## config.mk

```make
export PLATFORM = sky130hd
export DESIGN_NAME = mem_data_port
export DESIGN_NICKNAME = d
export VERILOG_FILES = /design/src/rtl/mem_data_port_pkg.sv /design/src/rtl/mem_data_port_store_align.sv /design/src/rtl/mem_data_port.sv
export SDC_FILE = /design/constraint.sdc
export NUM_CORES = 1
export LEC_CHECK = 0
export CORE_MARGIN = 3
export CORE_UTILIZATION = 44
export DETAILED_ROUTE_END_ITERATION = 12
export PLACE_DENSITY = 0.87
export SKIP_LAST_GASP = 1
export SLEW_MARGIN = 10
export SYNTH_ARGS = -nofsm -noshare
export SYNTH_HDL_FRONTEND = slang
export SYNTH_SLANG_ARGS = --single-unit
```

## constraint.sdc

```tcl
create_clock -name clk -period 8.35 [get_ports clk]
set_input_delay 2.505 -clock clk [delete_from_list [all_inputs] [get_ports clk]]
set_output_delay 2.505 -clock clk [all_outputs]
set_load 0.05 [all_outputs]
```

## src/rtl/mem_data_port_pkg.sv

```systemverilog
// Shared types for the memory-stage data port: opcodes, access-size encodings,
// port FSM states and the byte-mask type.
package mem_data_port_pkg;

   typedef enum logic [6:0] {
      op_lui   = 7'b0110111,
      op_auipc = 7'b0010111,
      op_jal   = 7'b1101111,
      op_jalr  = 7'b1100111,
      op_br    = 7'b1100011,
      op_load  = 7'b0000011,
      op_store = 7'b0100011,
      op_imm   = 7'b0010011,
      op_reg   = 7'b0110011,
      op_csr   = 7'b1110011
   } rv32i_opcode;

   localparam logic [2:0] F3_B  = 3'b000;
   localparam logic [2:0] F3_H  = 3'b001;
   localparam logic [2:0] F3_W  = 3'b010;
   localparam logic [2:0] F3_BU = 3'b100;
   localparam logic [2:0] F3_HU = 3'b101;

   typedef enum logic [1:0] {
      IDLE = 2'd0,
      BUSY = 2'd1,
      DONE = 2'd2
   } mem_state_t;

   typedef logic [3:0] mbe_t;

   function automatic logic is_mem_op(input rv32i_opcode op);
      return (op == op_load) || (op == op_store);
   endfunction

endpackage

```

## src/rtl/mem_data_port_store_align.sv

```systemverilog
// Combinational size decode: byte mask, lane-replicated store data and
// alignment check for one load/store.
module store_align
   import mem_data_port_pkg::*;
(
   input  logic [2:0]  funct3,
   input  logic [1:0]  offset,
   input  logic [31:0] rs2_data,
   output mbe_t        mbe,
   output logic [31:0] wdata,
   output logic        misaligned
);

   // Reserved size encodings are flagged misaligned so they never reach the bus.
   always_comb begin
      mbe        = 4'b0000;
      wdata      = rs2_data;
      misaligned = 1'b0;
      case (funct3)
         F3_B, F3_BU: begin
            mbe   = 4'b0001 << offset;
            wdata = {4{rs2_data[7:0]}};
         end
         F3_H, F3_HU: begin
            mbe        = 4'b0011 << {offset[1], 1'b0};
            wdata      = {2{rs2_data[15:0]}};
            misaligned = offset[0];
         end
         F3_W: begin
            mbe        = 4'b1111;
            misaligned = (offset != 2'b00);
         end
         default: begin
            mbe        = 4'b0000;
            misaligned = 1'b1;
         end
      endcase
   end

endmodule

```

## src/rtl/mem_data_port.sv

```systemverilog
// Memory-stage data-cache initiator: issues one word-aligned request per
// load/store, stalls until the response and holds the raw load word.
module mem_data_port
   import mem_data_port_pkg::*;
(
   input  logic        clk,
   input  logic        rst,
   input  logic        valid_i,
   input  rv32i_opcode opcode,
   input  logic [2:0]  funct3,
   input  logic [31:0] addr,
   input  logic [31:0] rs2_data,
   input  logic        advance_i,
   input  logic        flush_i,
   output logic        data_read,
   output logic        data_write,
   output logic [31:0] data_address,
   output logic [31:0] data_wdata,
   output logic [3:0]  data_mbe,
   input  logic        data_resp,
   input  logic [31:0] data_rdata,
   output logic        stall_o,
   output logic [31:0] rdata_o,
   output logic        misaligned_o
);

   mem_state_t  state;
   mem_state_t  state_next;
   logic        flush_seen;
   logic        mem_op;
   logic        mis;
   mbe_t        mbe;
   logic [31:0] wdata;
   logic        launch;
   logic        complete;

   store_align u_store_align (
      .funct3     (funct3),
      .offset     (addr[1:0]),
      .rs2_data   (rs2_data),
      .mbe        (mbe),
      .wdata      (wdata),
      .misaligned (mis)
   );

   assign mem_op = valid_i && is_mem_op(opcode) && !flush_i;

   // FSM state register
   always_ff @(posedge clk or posedge rst) begin
      if (rst) begin
         state <= IDLE;
      end else begin
         state <= state_next;
      end
   end

   // FSM next-state logic
   always_comb begin
      state_next = state;
      case (state)
         IDLE: begin
            if (launch) state_next = BUSY;
            else        state_next = IDLE;
         end
         BUSY: begin
            if (data_resp) state_next = (flush_seen || flush_i) ? IDLE : DONE;
            else           state_next = BUSY;
         end
         DONE: begin
            if (advance_i || flush_i) state_next = IDLE;
            else                      state_next = DONE;
         end
         default: state_next = IDLE;
      endcase
   end

   // FSM outputs: launch/complete strobes, stall and misalignment report
   always_comb begin
      launch       = (state == IDLE) && mem_op && !mis;
      complete     = (state == BUSY) && data_resp;
      stall_o      = (mem_op && !mis && (state != DONE)) || (state == BUSY);
      misaligned_o = mem_op && mis;
   end

   // A squash during BUSY cannot abort the bus cycle, so remember it until the response
   always_ff @(posedge clk or posedge rst) begin
      if (rst) begin
         flush_seen <= 1'b0;
      end else if ((state == BUSY) && !complete) begin
         flush_seen <= flush_seen || flush_i;
      end else begin
         flush_seen <= 1'b0;
      end
   end

   // Request registers: captured at launch, held until the response
   always_ff @(posedge clk or posedge rst) begin
      if (rst) begin
         data_read    <= 1'b0;
         data_write   <= 1'b0;
         data_address <= 32'h0000_0000;
         data_wdata   <= 32'h0000_0000;
         data_mbe     <= 4'b0000;
      end else if (launch) begin
         data_read    <= (opcode == op_load);
         data_write   <= (opcode == op_store);
         data_address <= {addr[31:2], 2'b00};
         data_wdata   <= wdata;
         data_mbe     <= mbe;
      end else if (complete) begin
         data_read    <= 1'b0;
         data_write   <= 1'b0;
      end
   end

   // Raw load word for MEM/WB; extension happens in writeback
   always_ff @(posedge clk or posedge rst) begin
      if (rst) begin
         rdata_o <= 32'h0000_0000;
      end else if (complete && data_read) begin
         rdata_o <= data_rdata;
      end
   end

endmodule

```

# Word-level counts from Yosys, hierarchy flattened
# Index checks and enable logic that the tools add are counted.
# classes
n_mux	12
n_eq_ne	9
n_reduce_logical	23
shifts	2
# op_table
op	n
32-bit case mux with 2 select lines	1
4-bit case mux with 3 select lines	1
1-bit logical AND	10
7-bit by 2-bit == test with 1-bit output (second input constant)	1
7-bit by 6-bit == test with 1-bit output (second input constant)	1
3-bit == test (second input constant)	2
2-bit 2-to-1 mux	3
2-bit case mux with 3 select lines	1
1-bit 2-to-1 mux	5
1-bit logical OR	4
2-bit nonzero test	2
2-bit OR reduction	2
1-bit by 2-bit left shift with 4-bit output (first input constant)	1
2-bit by 2-bit left shift with 4-bit output (first input constant)	1
3-bit by 1-bit == test with 1-bit output (second input constant)	1
3-bit by 2-bit == test with 1-bit output (second input constant)	1
1-bit logical NOT	3
3-bit logical NOT	1
1-bit case mux with 3 select lines	1
2-bit by 1-bit == test with 1-bit output (second input constant)	1
2-bit == test (second input constant)	1
2-bit logical NOT	1
2-bit != test (second input constant)	1
# totals
register_bits	103
out_inout_bits	104

# Longest topological paths before layout
# depth
depth_word	8
depth_mapped	5
depth_no_buf	3

# By module
# Synthesis repeated with hierarchy kept, for this count alone.
# unflattened
hier_cells	301
hier_area_um2	4433.0
# modules_own_cells
module	n_inst	cells_per_inst	area_each_um2
mem_data_port	1	237	3908.7
store_align	1	64	524.3

# Worst setup path after synthesis
# OpenSTA, ideal clock, no wires.
# synth_timing
kind	input to output
from	in opcode[4]
to	out misaligned_o
t_arrival_ns	3.996
path_stages	3
required_time_ns	5.845
setup_slack_ns	1.849
path_cell_list	nor4b_2 -> nand2_1 -> nor3_1
# synth_via
elab_chain_cells	5
elab_cells_between_ends	6
classes_between	eq/ne (2); reduce/logical (4)
# synth_rtl
item	line	source
from (decl)	mem_data_port.sv:9	input rv32i_opcode opcode,
7-bit by 2-bit == test with 1-bit output / 7-bit by 6-bit == test with 1-bit output (equally long branches)	mem_data_port_pkg.sv:33	return (op == op_load) || (op == op_store);
1-bit logical OR (*)	mem_data_port_pkg.sv:33	
1-bit logical AND (*) (2 in a row)	mem_data_port.sv:46	assign mem_op = valid_i && is_mem_op(opcode) && !flush_i;
1-bit logical AND (*)	mem_data_port.sv:82	misaligned_o = mem_op && mis;
to (decl)	mem_data_port.sv:24	output logic misaligned_o
# Mark *: on every way between the ends. The rest lies on a longest branch, timed or not.

# Worst setup path after layout
# layout_timing
from	in opcode[4]
to	out stall_o
# layout_via
elab_chain_cells	7
elab_cells_between_ends	8
classes_between	eq/ne (2); reduce/logical (6)
# layout_rtl
item	line	source
7-bit by 2-bit == test with 1-bit output / 7-bit by 6-bit == test with 1-bit output (equally long branches)	mem_data_port_pkg.sv:33	
1-bit logical OR (*)	mem_data_port_pkg.sv:33	
1-bit logical AND (*) (2 in a row)	mem_data_port.sv:46	
1-bit logical AND (*) (2 in a row)	mem_data_port.sv:81	stall_o = (mem_op && !mis && (state != DONE)) || (state == BUSY);
1-bit logical OR (*)	mem_data_port.sv:81	
to (decl)	mem_data_port.sv:22	output logic stall_o,
# Marked as above.

==> impl_metrics.ini <==
[finish]
synthToLayoutAreaGrowth_pct = 56.8
antenna_diodes = 0
final_layout_size_suffix_gt1_share_pct = 22.8
fin_nets = 621
fillCellCount = 647

[pwr]
power_leakage_nw = 3.20
max-vdd-ir-drop_mv = 0.112
power-per-cell-area_nw_per_um2 = 150

[placement]
io_buffer_count = 213
place_congestion = 0.766
post_detailed_placement_half_perimeter_wirelength_um = 8510
place_ws_ns = 0.970

[setup_path]
critPathArrivalTime_ns = 4.88
critPathLaunchType = primary input
path_common_cell = sky130_fd_sc_hd__clkdlybuf4s50_1
criticalPathCategory = in -> out
critical_path.cell_chain = clkdlybuf4s50_1, nor4b_2, o211a_1, maj3_1, clkdlybuf4s50_1
worstPathRequired_ns = 5.85
timing.critical_path.slowest_cell_delay_ns = 0.84
end_kind = output pin
crit_slowest_cell = sky130_fd_sc_hd__clkdlybuf4s50_1
critical_path_peak_fanout = 4

[global_routing]
grt_first_pass_wirelength_um = 17700
grt_usage_pct = 20.0
number_of_antenna_violations_at_the_first_check_in_global_routing = 0
grt_overflow_total = 0
grt_pass1_vias = 3419
grt_max_degree = 93

[timing]
layout_setup_ws_ns = 0.961
tightest_slew_ns = 0.841
timing.fmax_mhz = 135
relSlewSlack_pct = 43.9
hold_viol = 0
holdWs_ns = 0.498
setup_viol = 0
fraction_of_the_cycle_the_final_worst_path_needs_pct = 88.5
finalCriticalPeriod_ns = 7.39
finalMaxSlewViolations = 0
fin_setup_tns_ns = 0
rsz0062_at_grt = false
worst_clock_skew_ns = 0.00904

[clocking]
cts_inserted_buffers = 9
cts.root.buffer_cell = sky130_fd_sc_hd__clkbuf_8
clk-insertion-delay-late_ns = 0.35
cts_tree = done
clk_pin_slew_worst_paths_ns = 0.11
numClockSinks = 103
htree_num_levels = 3
cts_max_path_buffers = 2
cts.repair_timing.setup_buffer_count = 0
hold_buffers = 0
cts_resized = 0

[floorplan]
floorplan.initialDensity_pct = 46.3
placeableCoreArea_um2 = 9420
ios = 216
die_h_um = 106
floorplan.die_area_um2 = 11100
dieWidth_um = 106
core.rowCount = 35

[yosys]
yosysSeqAreaShare_pct = 59.2
number_of_enable_flip_flop_cells_after_synthesis = 0
netlist.area_leader.share_pct = 59.2
cell_count_after_synthesis = 295
synth_seq_cells = 103
syn_avg_cell_area_um2 = 14.8
netlist_cell_types = 31
synth_top_area_cell = sky130_fd_sc_hd__dfrtp_1
yosysWarnings = 0
synth_top_cells_by_area = sky130_fd_sc_hd__dfrtp_1 59%, sky130_fd_sc_hd__mux2_2 23%, sky130_fd_sc_hd__mux2_1 5.9%
synthesis.area_um2 = 4360
fraction_of_registers_with_async_set_or_reset_after_synthesis_pct = 100
synthFlopType = sky130_fd_sc_hd__dfrtp_1

[drt]
wl_per_cell_um = 17.3
antenna_violating_nets_post_route = 0
detail_route.drc_violations = 0
vias = 3152
detail_route.iter0.violations = 72
routed_wire_length_um = 11100
via_per_inst = 4.90
drt-pass1-iter-count = 4

[hold_path]
timing.hold.worst.class = reg -> reg

[run]
cap_viol_max_count = 0

[outcome]
run_status = completed
-- power breakdown --
group          total, mW  internal (mW)  switching, mW
clock network      0.323          0.143          0.180
registers          0.519          0.512        0.00692
logic              0.182         0.0885         0.0930
-- per-layer routing --
metal	part of all wire [%]	wire, µm	vias to the layer above	GRT usage, %
met5	0	0	-	0
met4	2.0	220	0	6.66
met3	7.7	856	17	6.25
met2	52	5780	122	35.2
met1	38	4290	1540	23.3
li1	-	-	1473	-
-- cells by family (layout without fill, tap and decap cells) --
logic type,count (synthesis),after routing,synth area share [%]
buffers and inverters,21,239,2.47
AND/OR/NAND/NOR,27,27,3.70
AO/OA/AOI/OAI,18,18,2.61
multiplexers,124,124,31.7
adder cells (fa/ha/maj),1,1,0.230
other,1,2,0.0861
flip-flops,103,103,59.2
-- cell usage after synthesis, types with 2 or more instances --
master,n
sky130_fd_sc_hd__mux2_2,90
sky130_fd_sc_hd__nor2_1,5
sky130_fd_sc_hd__mux2_1,23
sky130_fd_sc_hd__buf_2,5
sky130_fd_sc_hd__nand2b_1,2
sky130_fd_sc_hd__a21oi_1,2
sky130_fd_sc_hd__mux2i_1,11
sky130_fd_sc_hd__o2111ai_1,2
sky130_fd_sc_hd__o21ai_0,10
sky130_fd_sc_hd__clkbuf_1,6
sky130_fd_sc_hd__inv_1,5
sky130_fd_sc_hd__buf_6,2
sky130_fd_sc_hd__dfrtp_1,103
sky130_fd_sc_hd__nand2_1,11
sky130_fd_sc_hd__buf_4,2
-- cell type report --
class	instances	area (µm²)	area share, %
clock buffer	9	124	1.81
clock inverter	7	80.1	1.17
inverter	5	21.3	0.311
multi-input combinational	172	1690	24.8
sequential	103	2580	37.7
tap	129	161	2.36
timing repair buffer	218	2170	31.8
-- final timing paths --
path | startpoint | end | slack, ns | depth (start not counted)
min in group asynchronous | rst | rdata_o[31]$_DFFE_PP0P_ | 2.38 | 2
setup / recovery | opcode[4] | stall_o | 0.96 | 5
max in group asynchronous | rst | data_wdata[30]$_DFFE_PP0N_ | 4.94 | 3
hold reg to reg | data_address[14]$_DFFE_PP0N_ | data_address[14]$_DFFE_PP0N_ | 0.50 | 1
setup reg to reg | state[0]$_DFF_PP0_ | data_address[22]$_DFFE_PP0N_ | 6.39 | 4
hold / removal | data_address[14]$_DFFE_PP0N_ | data_address[14]$_DFFE_PP0N_ | 0.50 | 1
-- worst max-delay path: cells and delay by family --
kind | cells | cell delay [ns]
buf+inv | 2 | 1.27
simple gates | 1 | 0.64
compound gates | 1 | 0.28
fa+ha+maj | 1 | 0.17
-- per-stage QoR --
| stage | cells | power, mW | area, µm² | util (%) |
|---|---|---|---|---|
| 2_1_floorplan | 296 | 0.617 | 4360 | - |
| 3_3_place_gp | 627 | 0.708 | 6620 | 70.3 |
| 3_5_place_dp | 627 | 0.712 | 6620 | 70.3 |
| 4_1_cts | 643 | 1.04 | 6830 | 72.5 |
| 5_1_grt | 643 | 1.07 | 6830 | 72.5 |
| 6_report | 643 | 1.02 | 6830 | 72.5 |
-- flip-flops by register name, indices dropped and copies added, names as in the netlist --
register      count
data_wdata       32
rdata_o          32
data_address     30
data_mbe          4
state             2
data_read         1
data_write        1
flush_seen        1
-- cells in the final DEF, fill, tap and decap left out, drive strengths merged --
cell type and count:
conb 2, buf 5, and4bb 1, o31a 1, mux2i 11, nand3b 1, nor2b 1, clkinvlp 1
a21oi 2, nor3 1, nand4 1, nor4 2, o2111ai 2, clkdlybuf4s50 213, clkinv 2, nand2b 2
or3b 1, maj3 1, nand2 11, mux2 113, dfrtp 103, clkbuf 9, nor2 5, o211a 1
o21ai 10, o32a 1, bufinv 1, o31ai 1, inv 8, nor4b 1
Power figures use the tool's default switching activity.
